[src/rtl/aes_ctrl_pkg.sv]
// aes_ctrl_pkg: shared FSM state type and timing constants for the AES-128 round sequencer
package aes_ctrl_pkg;
  typedef enum logic [1:0] {IDLE = 2'd0, LOAD = 2'd1, ROUND = 2'd2, DONE = 2'd3} aes_state_e;
  localparam int AES_LOAD_CYCLES = 16;
  localparam int AES_ROUND_CYCLES = 20;
  localparam int AES_NUM_ROUNDS = 10;
  localparam int AES_CNT_W = 5;
  localparam int AES_RND_W = 4;
endpackage

[src/rtl/aes_phase_counter.sv]
// aes_phase_counter: wrapping counter (clr/en in, cnt/tc out) that rolls to 0 after reaching term
module aes_phase_counter #(
  parameter int W = 5
) (
  input  logic         clk,
  input  logic         rst,
  input  logic         clr_i,
  input  logic         en_i,
  input  logic [W-1:0] term_i,
  output logic [W-1:0] cnt_o,
  output logic         tc_o
);
  logic [W-1:0] cnt_q, cnt_d;
  assign tc_o = cnt_q == term_i;
  assign cnt_o = cnt_q;
  always_comb cnt_d = clr_i ? '0 : en_i ? (tc_o ? '0 : cnt_q + W'(1)) : cnt_q;
  always_ff @(posedge clk or posedge rst)
    if (rst) cnt_q <= '0;
    else cnt_q <= cnt_d;
endmodule

[src/rtl/aes_round_sequencer.sv]
// aes_round_sequencer: IDLE/LOAD/ROUND/DONE sequencer (start/abort/out_ready in; phase, round and handshake controls out)
module aes_round_sequencer
  import aes_ctrl_pkg::*;
#(
  parameter int LOAD_CYCLES = AES_LOAD_CYCLES,
  parameter int ROUND_CYCLES = AES_ROUND_CYCLES,
  parameter int NUM_ROUNDS = AES_NUM_ROUNDS
) (
  input  logic                 clk,
  input  logic                 rst,
  input  logic                 start,
  input  logic                 abort,
  input  logic                 out_ready,
  output logic                 busy,
  output logic                 load_en,
  output logic [AES_CNT_W-1:0] state_counter,
  output logic [AES_RND_W-1:0] round_num,
  output logic                 rcon_en,
  output logic                 round_end,
  output logic                 mix_en,
  output logic                 last_round,
  output logic                 out_valid
);
  localparam logic [AES_CNT_W-1:0] LOAD_TC = AES_CNT_W'(LOAD_CYCLES - 1);
  localparam logic [AES_CNT_W-1:0] ROUND_TC = AES_CNT_W'(ROUND_CYCLES - 1);
  localparam logic [AES_RND_W-1:0] LAST_RND = AES_RND_W'(NUM_ROUNDS);
  if (LOAD_CYCLES > 32 || ROUND_CYCLES > 32) begin : g_bad_cfg
    $error("phase length exceeds state_counter range");
  end
  aes_state_e state_q, state_d;
  logic [AES_RND_W-1:0] round_q, round_d;
  logic [AES_CNT_W-1:0] cnt;
  logic tc, in_load, in_round, is_last;
  assign in_load = state_q == LOAD;
  assign in_round = state_q == ROUND;
  assign is_last = round_q == LAST_RND;
  aes_phase_counter #(.W(AES_CNT_W)) u_cnt (
    .clk    (clk),
    .rst    (rst),
    .clr_i  (abort || state_q == IDLE || state_q == DONE),
    .en_i   (in_load || in_round),
    .term_i (in_load ? LOAD_TC : ROUND_TC),
    .cnt_o  (cnt),
    .tc_o   (tc)
  );
  always_comb begin
    state_d = state_q;
    round_d = round_q;
    if (abort) begin
      state_d = IDLE;
      round_d = '0;
    end else if (state_q == IDLE && start) state_d = LOAD;
    else if (in_load && tc) begin
      state_d = ROUND;
      round_d = AES_RND_W'(1);
    end else if (in_round && tc) begin
      state_d = is_last ? DONE : ROUND;
      round_d = is_last ? '0 : round_q + AES_RND_W'(1);
    end else if (state_q == DONE && out_ready) state_d = start ? LOAD : IDLE;
  end
  always_ff @(posedge clk or posedge rst)
    if (rst) begin
      state_q <= IDLE;
      round_q <= '0;
    end else begin
      state_q <= state_d;
      round_q <= round_d;
    end
  assign busy = state_q != IDLE;
  assign load_en = in_load;
  assign state_counter = cnt;
  assign round_num = round_q;
  assign rcon_en = in_round;
  assign round_end = in_round && cnt == ROUND_TC;
  assign mix_en = in_round && !is_last;
  assign last_round = in_round && is_last;
  assign out_valid = state_q == DONE;
  a_round_range: assert property (@(posedge clk) disable iff (rst) round_q <= LAST_RND);
endmodule
[config.mk]
export PLATFORM = sky130hd
export DESIGN_NAME = aes_round_sequencer
export DESIGN_NICKNAME = d
export VERILOG_FILES = /design/src/rtl/aes_ctrl_pkg.sv /design/src/rtl/aes_phase_counter.sv /design/src/rtl/aes_round_sequencer.sv
export SDC_FILE = /design/constraint.sdc
export NUM_CORES = 1
export LEC_CHECK = 0
export BUFFER_PORTS_ARGS = -buffer_cell sky130_fd_sc_hd__buf_2
export CORE_UTILIZATION = 51
export CTS_CLUSTER_DIAMETER = 80
export DETAILED_ROUTE_END_ITERATION = 6
export PLACE_DENSITY = 0.77
export SYNTH_ARGS = -nofsm -noshare
export SYNTH_HDL_FRONTEND = slang
export SYNTH_SLANG_ARGS = --single-unit
[constraint.sdc]
create_clock -name clk -period 1.97 [get_ports clk]
set_clock_uncertainty 0.05 [all_clocks]
set_input_delay 0.394 -clock clk [delete_from_list [all_inputs] [get_ports clk]]
set_output_delay 0.394 -clock clk [all_outputs]
set_load 0.03 [all_outputs]
# After elaboration in Yosys (flattened, before gate mapping)
# Index checks and enable logic that the tools add are counted.
[classes] addsub=2 n_eq_ne=7 mux=16 reduce_logical=17
[op_table] op="$mux W4" count=5
[op_table] op="$mux W5" count=4
[op_table] op="$mux W2" count=5
[op_table] op="$logic_and A1 B1 Y1" count=7
[op_table] op="$add A5 B1 Y5 const B" count=1
[op_table] op="$eq A5 B5 Y1" count=1
[op_table] op="$eq A5 B5 Y1 const B" count=1
[op_table] op="$reduce_bool A5 Y1" count=1
[op_table] op="$add A4 B1 Y4 const B" count=1
[op_table] op="$eq A2 B2 Y1 const B" count=2
[op_table] op="$eq A4 B4 Y1 const B" count=1
[op_table] op="$reduce_bool A2 Y1" count=2
[op_table] op="$logic_or A1 B1 Y1" count=3
[op_table] op="$reduce_bool A3 Y1" count=1
[op_table] op="$eq A2 B1 Y1 const B" count=1
[op_table] op="$logic_not A2 Y1" count=1
[op_table] op="$mux W1" count=2
[op_table] op="$ne A2 B2 Y1 const B" count=1
[op_table] op="$reduce_and A2 Y1" count=1
[op_table] op="$logic_not A1 Y1" count=1
[totals] elab_cells=45 inputBits=5 ff_bits=11 output_inout_bits=16

# Longest topological paths before layout
# Gate-level depths: netlist of run 1.
[logic_depth] ltp_word=8 mapped_depth=7 ltp_nobuf=6

# Modules after synthesis
# From an unflattened synthesis of run 1, not the netlist that was laid out.
[unflattened] hier_cells=100 hier_area_um2=912.1
[by_module_without_submodules] module="aes_round_sequencer" area_per_inst_um2=531.8 seq_area_each_um2=150.1 cells_each=60 instances=1
[by_module_without_submodules] module="aes_phase_counter" area_per_inst_um2=380.4 seq_area_each_um2=125.1 cells_each=40 instances=1

# Worst setup path after synthesis of run 1
# No wires, ideal clock.
[synth_path] path_type="register to output" from="register state_q[0]" to="output port round_end" stages_incl_launch_ff=5 setup_slack_ps=-125 required_time_ps=1526 n_path_buf=0 arrival_time_ps=1651 cell_sequence="dfrtp_1 > inv_1 > ha_1 > nor4bb_1 > and2_1"
[synth_via] elab_chain_len=2
[synth_rtl] element="start, declared" line_no="aes_round_sequencer.sv:30" text="aes_state_e state_q, state_d;"
[synth_rtl] element="start signal, assigned" line_no="aes_round_sequencer.sv:66" text="state_q <= state_d;"
[synth_rtl] element="$eq A2 B2 Y1" line_no="aes_round_sequencer.sv:35" text="assign in_round = state_q == ROUND;"
[synth_rtl] element="named net rcon_en" line_no="aes_round_sequencer.sv:18" text="output logic rcon_en,"
[synth_rtl] element="$logic_and A1 B1 Y1" line_no="aes_round_sequencer.sv:74" text="assign round_end = in_round && cnt == ROUND_TC;"
[synth_rtl] element="end, declared" line_no="aes_round_sequencer.sv:19" text="output logic round_end,"
# The timed path passes the listed nets, and every way through them passes these cells.

# Worst setup path after layout of run 1
[layout_path] from="register state_q[0]" to="output port round_end"
[layout_via] elab_chain_len=2
[layout_rtl] element="$eq A2 B2 Y1" line_no="aes_round_sequencer.sv:35"
[layout_rtl] element="$logic_and A1 B1 Y1" line_no="aes_round_sequencer.sv:74"
# Every way passes these cells.

==> metrics, run 1 <==
Area Growth Syn to Fin 33.75%; worst slack at placement -25.75 ps; Syn Inst Count 86; Power Density about 460 nW/um^2; Final WS setup roughly 28 ps; fin crit period 1942 ps; Worst Path Arrival 1500 ps; GPL Wtd Cong ~0.83; Synth warnings 0; clock latency on the worst-skew pair 290 ps; Distinct cells, synth 40; Worst VDD drop 0.4180 mV; layout cells sized above 1 between 30% and 40%; Reg area 275.3 sq um; DIE AREA 1740 sq um; Nets roughly 130; ant diodes 0; synthesized area 804.5 sq um; clock sinks 11; Die Ht approximately 42 um; WL final 1918 um; largest net degree at the start of global routing 12; placed cells roughly 120; Fin. Hold Viols 0; design area about 1100 sq um; Mapped Nets between 90 and 100; 1st-iter DRT viols 13; All-Layer GR Usage 23.88%; final antenna-violating net count 0; required time worst endpoint about 1500 ps; clk buf depth 2; Final Cycle Share 98.58%; run status finished, final reports clean; WL/cell 14.42 um; initial antenna violation count 0; Core Footprint ~1400 sq um; Avg Cell Area, Syn 9.355 sq um; crit path kind reg -> out; DIE WIDTH 41.72 um; CP Launch Type register; DRT Pass-1 Iters 4; GRT overflow 0; fmax around 510 MHz; placed cell area 934.6 sq um; # port buffers 20; total I/O pin count 21; Slew Limit Fails 0; first-pass GRT wire length 3160 um; multi-input logic area 533.0 sq um; Final Util approximately 80%; Static Leak 0.0005604 uW; max_slew headroom 71.38%; dpl hpwl between 1000 and 1500 um; CTS tree yes; Yosys reg bits 11; Tightest Hold Check Type in -> async; Vias/cell 5.865; final setup violation count 0; Worst R2R Setup Slack 60 ps; sequential fraction of the synthesis area 34.21%; Finished Layout Cells 133; clk slew on worst S/H paths 80 ps; crit-path cells inv_2 -> ha_2 -> nor4bb_4 -> and2_4 -> buf_6; drt drc 0; number of buffers created by CTS 3; crit end category primary output; FILL cells 96; worst-margin pin slew around 430 ps; Crit-path slowest cell dfrtp_1; Final TNS setup 0 ps; RSZ-0062 raised after global routing yes; vias in the first global route 686; CTS H-Tree Depth 1; Initial Utilization 58.19%; peak per-stage delay on the critical path 420 ps; number of max-cap violations 0; crit path max fanout 3; vias 780; root buffer cell clkbuf_4; Site Rows 13; R2R cell count 6
==> power breakdown <==
| group | switching [uW] | total, uW | internal, uW |
|---|---|---|---|
| combinational | 55.9 | 90.2 | 34.3 |
| sequential | 3.94 | 233 | 229 |
| clock | 92.3 | 168 | 75.5 |
==> cells in the final DEF (no fill, tap or decap), types with 2 or more instances in the layout <==
master,instances
dfrtp_1,11
nand2_1,9
nand4b_1,2
buf_2,18
a21oi_1,3
nor3_1,3
inv_1,8
a211o_1,2
buf_6,2
clkbuf_4,3
o21ai_0,3
ha_1,5
buf_4,10
nor4_1,3
nand3_1,3
==> worst max-delay path: cells and delay by family, from the launching register on <==
| kind | cells | cell delay (ps) |
|---|---|---|
| adder cells (fa/ha/maj) | 1 | 180 |
| AND/OR/NAND/NOR | 2 | 420 |
| buffers and inverters | 2 | 210 |
| flip-flops | 1 | 420 |
==> synthesized netlist by cell type <==
| library cell | number | area [sq um] |
|---|---|---|
| nor3b_1 | 1 | 7.510 |
| a21boi_0 | 1 | 7.510 |
| xor2_1 | 1 | 8.760 |
| and2_1 | 2 | 12.51 |
| nand4b_1 | 2 | 17.52 |
| and3b_1 | 1 | 8.760 |
| clkbuf_1 | 1 | 3.750 |
| o2111a_1 | 1 | 11.26 |
| o21ai_0 | 3 | 15.01 |
| o21ai_2 | 1 | 8.760 |
| nor3_1 | 3 | 15.01 |
| inv_1 | 9 | 33.78 |
| nand2b_1 | 1 | 6.260 |
| nand3b_1 | 1 | 7.510 |
| a22o_4 | 1 | 17.52 |
| dfrtp_1 | 11 | 275.3 |
| nor2_1 | 1 | 3.750 |
| a311oi_1 | 1 | 8.760 |
| nor4b_2 | 1 | 15.01 |
| a31oi_1 | 1 | 6.260 |
| a41oi_1 | 1 | 8.760 |
| nor2b_1 | 1 | 6.260 |
| a2111o_1 | 1 | 11.26 |
| and4b_1 | 1 | 10.01 |
| a21oi_1 | 3 | 15.01 |
| o31ai_1 | 1 | 7.510 |
| a22oi_1 | 1 | 7.510 |
| nor4bb_1 | 1 | 10.01 |
| a211oi_1 | 2 | 15.01 |
| ha_1 | 7 | 87.58 |
| o211ai_1 | 1 | 7.510 |
| a211o_1 | 2 | 17.52 |
| nor4b_1 | 1 | 8.760 |
| a21o_1 | 1 | 7.510 |
| nand2_1 | 9 | 33.78 |
| a22o_1 | 1 | 8.760 |
| buf_6 | 1 | 11.26 |
| nand3_1 | 3 | 15.01 |
| and3_1 | 1 | 6.260 |
| nor4_1 | 3 | 18.77 |
==> worst paths after layout <==
path,to,from
max,round_end,state_q[0]$_DFFE_PP0P_
min,round_num[2]$_DFFE_PP0P_,rst
max reg2reg,round_num[3]$_DFFE_PP0P_,state_q[0]$_DFFE_PP0P_
min reg2reg,u_cnt.cnt_o[1]$_DFFE_PP0P_,u_cnt.cnt_o[1]$_DFFE_PP0P_
max in group asynchronous,round_num[0]$_DFFE_PP0P_,rst
min in group clk,round_num[0]$_DFFE_PP0P_,abort
==> final cells by class <==
cell class                      instances  share of cell area [%]
Timing Repair Buffer                   30                   17.44
Sequential cell                        11                   25.58
Multi-Input combinational cell         64                   49.53
Tap cell                               15                   1.744
Inverter                                9                   3.140
Clock inverter                          1                  0.4651
Clock buffer                            3                   2.093
==> metal layers <==
metal	track usage (%)	wire, um
met2	34.06	860
met5	0	0
met3	5.652	80
met1	33.70	936
met4	11.61	40
==> state kept, by name (all words and copies together) (netlist names) <==
signal and flops:
round_num 4, u_cnt.cnt_o 5, state_q 2
==> logic make-up (layout without fill, tap and decap cells) <==
group                    count (synthesis)  in the layout  share of synthesized area (%)
AO/OA/AOI/OAI                           23             23                          22.55
buffers and inverters                   11             43                          6.064
adder cells (fa/ha/maj)                  7              7                          10.89
AND/OR/NAND/NOR                         33             33                          25.20
XOR/XNOR                                 1              1                          1.089
flip-flops                              11             11                          34.21
==> repair_timing <==
item / CTS / global route
buffers inserted: 2 / 5
resized for setup: 7 / 8
hold buffers: 0 / 0
pin swaps: 1 / 2
setup endpoints to repair: 5 / 5
==> through the flow <==
| step | hold slack, ps | total power [uW] |
|---|---|---|
| finish | 33.41 | 491.1 |
| global route | 90.55 | 512.3 |
| CTS | 51.91 | 477.5 |
| detailed placement | 363.9 | 310.5 |
| global placement | 361.9 | 309.1 |
| floorplan | 196.4 | 286.5 |
Note: power is estimated with default switching activity, not from simulation.
==> run 2: changes to the inputs <==
==> constraint.sdc (replaced) <==
create_clock -name clk -period 1.97 [get_ports clk]
set_clock_uncertainty 0.05 [all_clocks]
set_input_delay 0.0985 -clock clk [delete_from_list [all_inputs] [get_ports clk]]
set_output_delay 0.0985 -clock clk [all_outputs]
set_load 0.03 [all_outputs]
==> run 2 against run 1 <==
Fmax increased by 2.6%. Final cell count is 3.8% lower. Sequential share of layout area increased by 1.8 points. Final area fell by 6.6%. Critical path depth rose by 1. Sequential cell count stayed put. Utilization decreased by 5.2 points. Combinational power shrank 14%. Highest routed layer unchanged.
==> metrics, run 2 (synthesized netlist as in run 1, its figures left out) <==
Static Leak 0.0005261 uW; most frequent cells in the layout buf_2, dfrtp_1, nand2_1, inv_1, ha_1; Power Density 470.8 nW/um^2; max reg flops 5; fin crit period 1894 ps; clk buf depth 2; clock latency on the worst-skew pair 280 ps; DRT Pass-1 Iters 4; final antenna-violating net count 0; final setup violation count 0; Post-CTS Setup Repair Bufs 0; Fin. Hold Viols 0; multi-input logic area 509.2 sq um; root buffer cell clkbuf_4; Finished Layout Cells 128; commonest non-fill, non-tap cell in the layout buf_2; placed cells 123; number of max-cap violations 0; crit path kind reg -> reg; layout cells sized above 1 30.97%; CTS H-Tree Depth 1; drt drc 0; max_slew headroom 68.41%; run status finished, final reports clean; Reg area 275.3 sq um; Nets 126; required time worst endpoint 2100 ps; crit end category register; clk slew on worst S/H paths 70 ps; Final Cycle Share between 90 and 100%; ant diodes 0; Vias/cell around 6.0; clock sinks 11; DIE WIDTH between 40 and 50 um; All-Layer GR Usage 23.61%; Worst Path Arrival between 2000 and 2500 ps; vias in the first global route 678; Site Rows 13; vias ~760; total I/O pin count 21; CTS tree yes; FILL cells 112; number of buffers created by CTS 3; largest net degree at the start of global routing 12; # port buffers 20; 1st-iter DRT viols 12; Tightest Hold Check Type in -> reg; Core Footprint 1383 sq um; worst-margin pin slew between 400 and 500 ps; GPL Wtd Cong 0.8695; Initial Utilization between 50% and 60%; initial antenna violation count 0; fmax 528.1 MHz; WL final about 2000 um; WL/cell approximately 15 um; first-pass GRT wire length about 3100 um; GRT overflow 0; crit path max fanout 6; Slew Limit Fails 0; Final WS setup 76.33 ps; Area Growth Syn to Fin 24.88%; DIE AREA 1740 sq um; worst slack at placement -36.48 ps; RSZ-0062 raised after global routing no; dpl hpwl ~1400 um; Worst VDD drop 0.4528 mV; CP Launch Type register; Die Ht between 40 and 50 um
run 2: final timing paths:
check | start | endpoint | slack, ps | cells after the start
worst max register to register | state_q[1]$_DFFE_PP0P_ | state_q[0]$_DFFE_PP0P_ | 80 | 6
max in group asynchronous | rst | state_q[1]$_DFFE_PP0P_ | 1240 | 3
min in group asynchronous | rst | u_cnt.cnt_o[0]$_DFFE_PP0P_ | 310 | 3
worst min register to register | u_cnt.cnt_o[1]$_DFFE_PP0P_ | u_cnt.cnt_o[1]$_DFFE_PP0P_ | 500 | 2
worst max-delay path | state_q[1]$_DFFE_PP0P_ | state_q[0]$_DFFE_PP0P_ | 80 | 6
worst min-delay path | abort | round_num[0]$_DFFE_PP0P_ | 9 | 2
run 2: repair_timing:
| action | 4_1_cts | 5_1_grt |
|---|---|---|
| pin swaps | 0 | 1 |
| endpoints found under the hold margin | 11 | 0 |
| hold buffers | 1 | 0 |
| endpoints found under the setup margin | 2 | 10 |
| gates resized for setup | 1 | 4 |
run 2: routing by layer:
layer	vias up	GRT usage [%]	wire [um]	share of wire, %
met1	350	31.22	925	47
met4	0	9.677	33	1.7
met2	30	38.13	910	47
li1	379	-	-	-
met5	-	0	0	0
met3	5	3.913	82	4.2
run 2: layout make-up:
cell class              instances  share of cell area [%]
well taps                      15                   1.868
clock inverters                 1                  0.4981
clock buffers                   3                   2.242
inverters                       9                   3.362
flip-flops and latches         11                   27.40
multi-input cells              64                   50.69
repair buffers                 25                   13.95
run 2: metrics by stage:
step           instance area (sq um)  utilization (%)  power (uW)  hold slack [ps]  TNS (ps)
2_1_floorplan                  807.0                -       286.5           -99.06    -3.160
3_3_place_gp                   940.9            68.05       309.1            59.75         0
3_5_place_dp                   940.9            68.05       310.3            67.50    -66.11
4_1_cts                        987.2            71.40       470.3            7.856         0
5_1_grt                         1005            72.67       493.2            13.48         0
6_report                        1005            72.67       473.1            9.471         0
run 2: power by group:
group / internal (uW) / total [uW] / switching, uW
sequential: 229 / 233 / 3.64
combinational: 25.7 / 77.3 / 51.6
clock: 75.4 / 163 / 87.6
run 2: worst max-delay path: stages, from the launching register on:
cell and delay (ps):
dfrtp_1 410, inv_1 90, ha_2 220, and4b_2 290, a22o_4 300, a2111o_1 380
o31ai_1 70
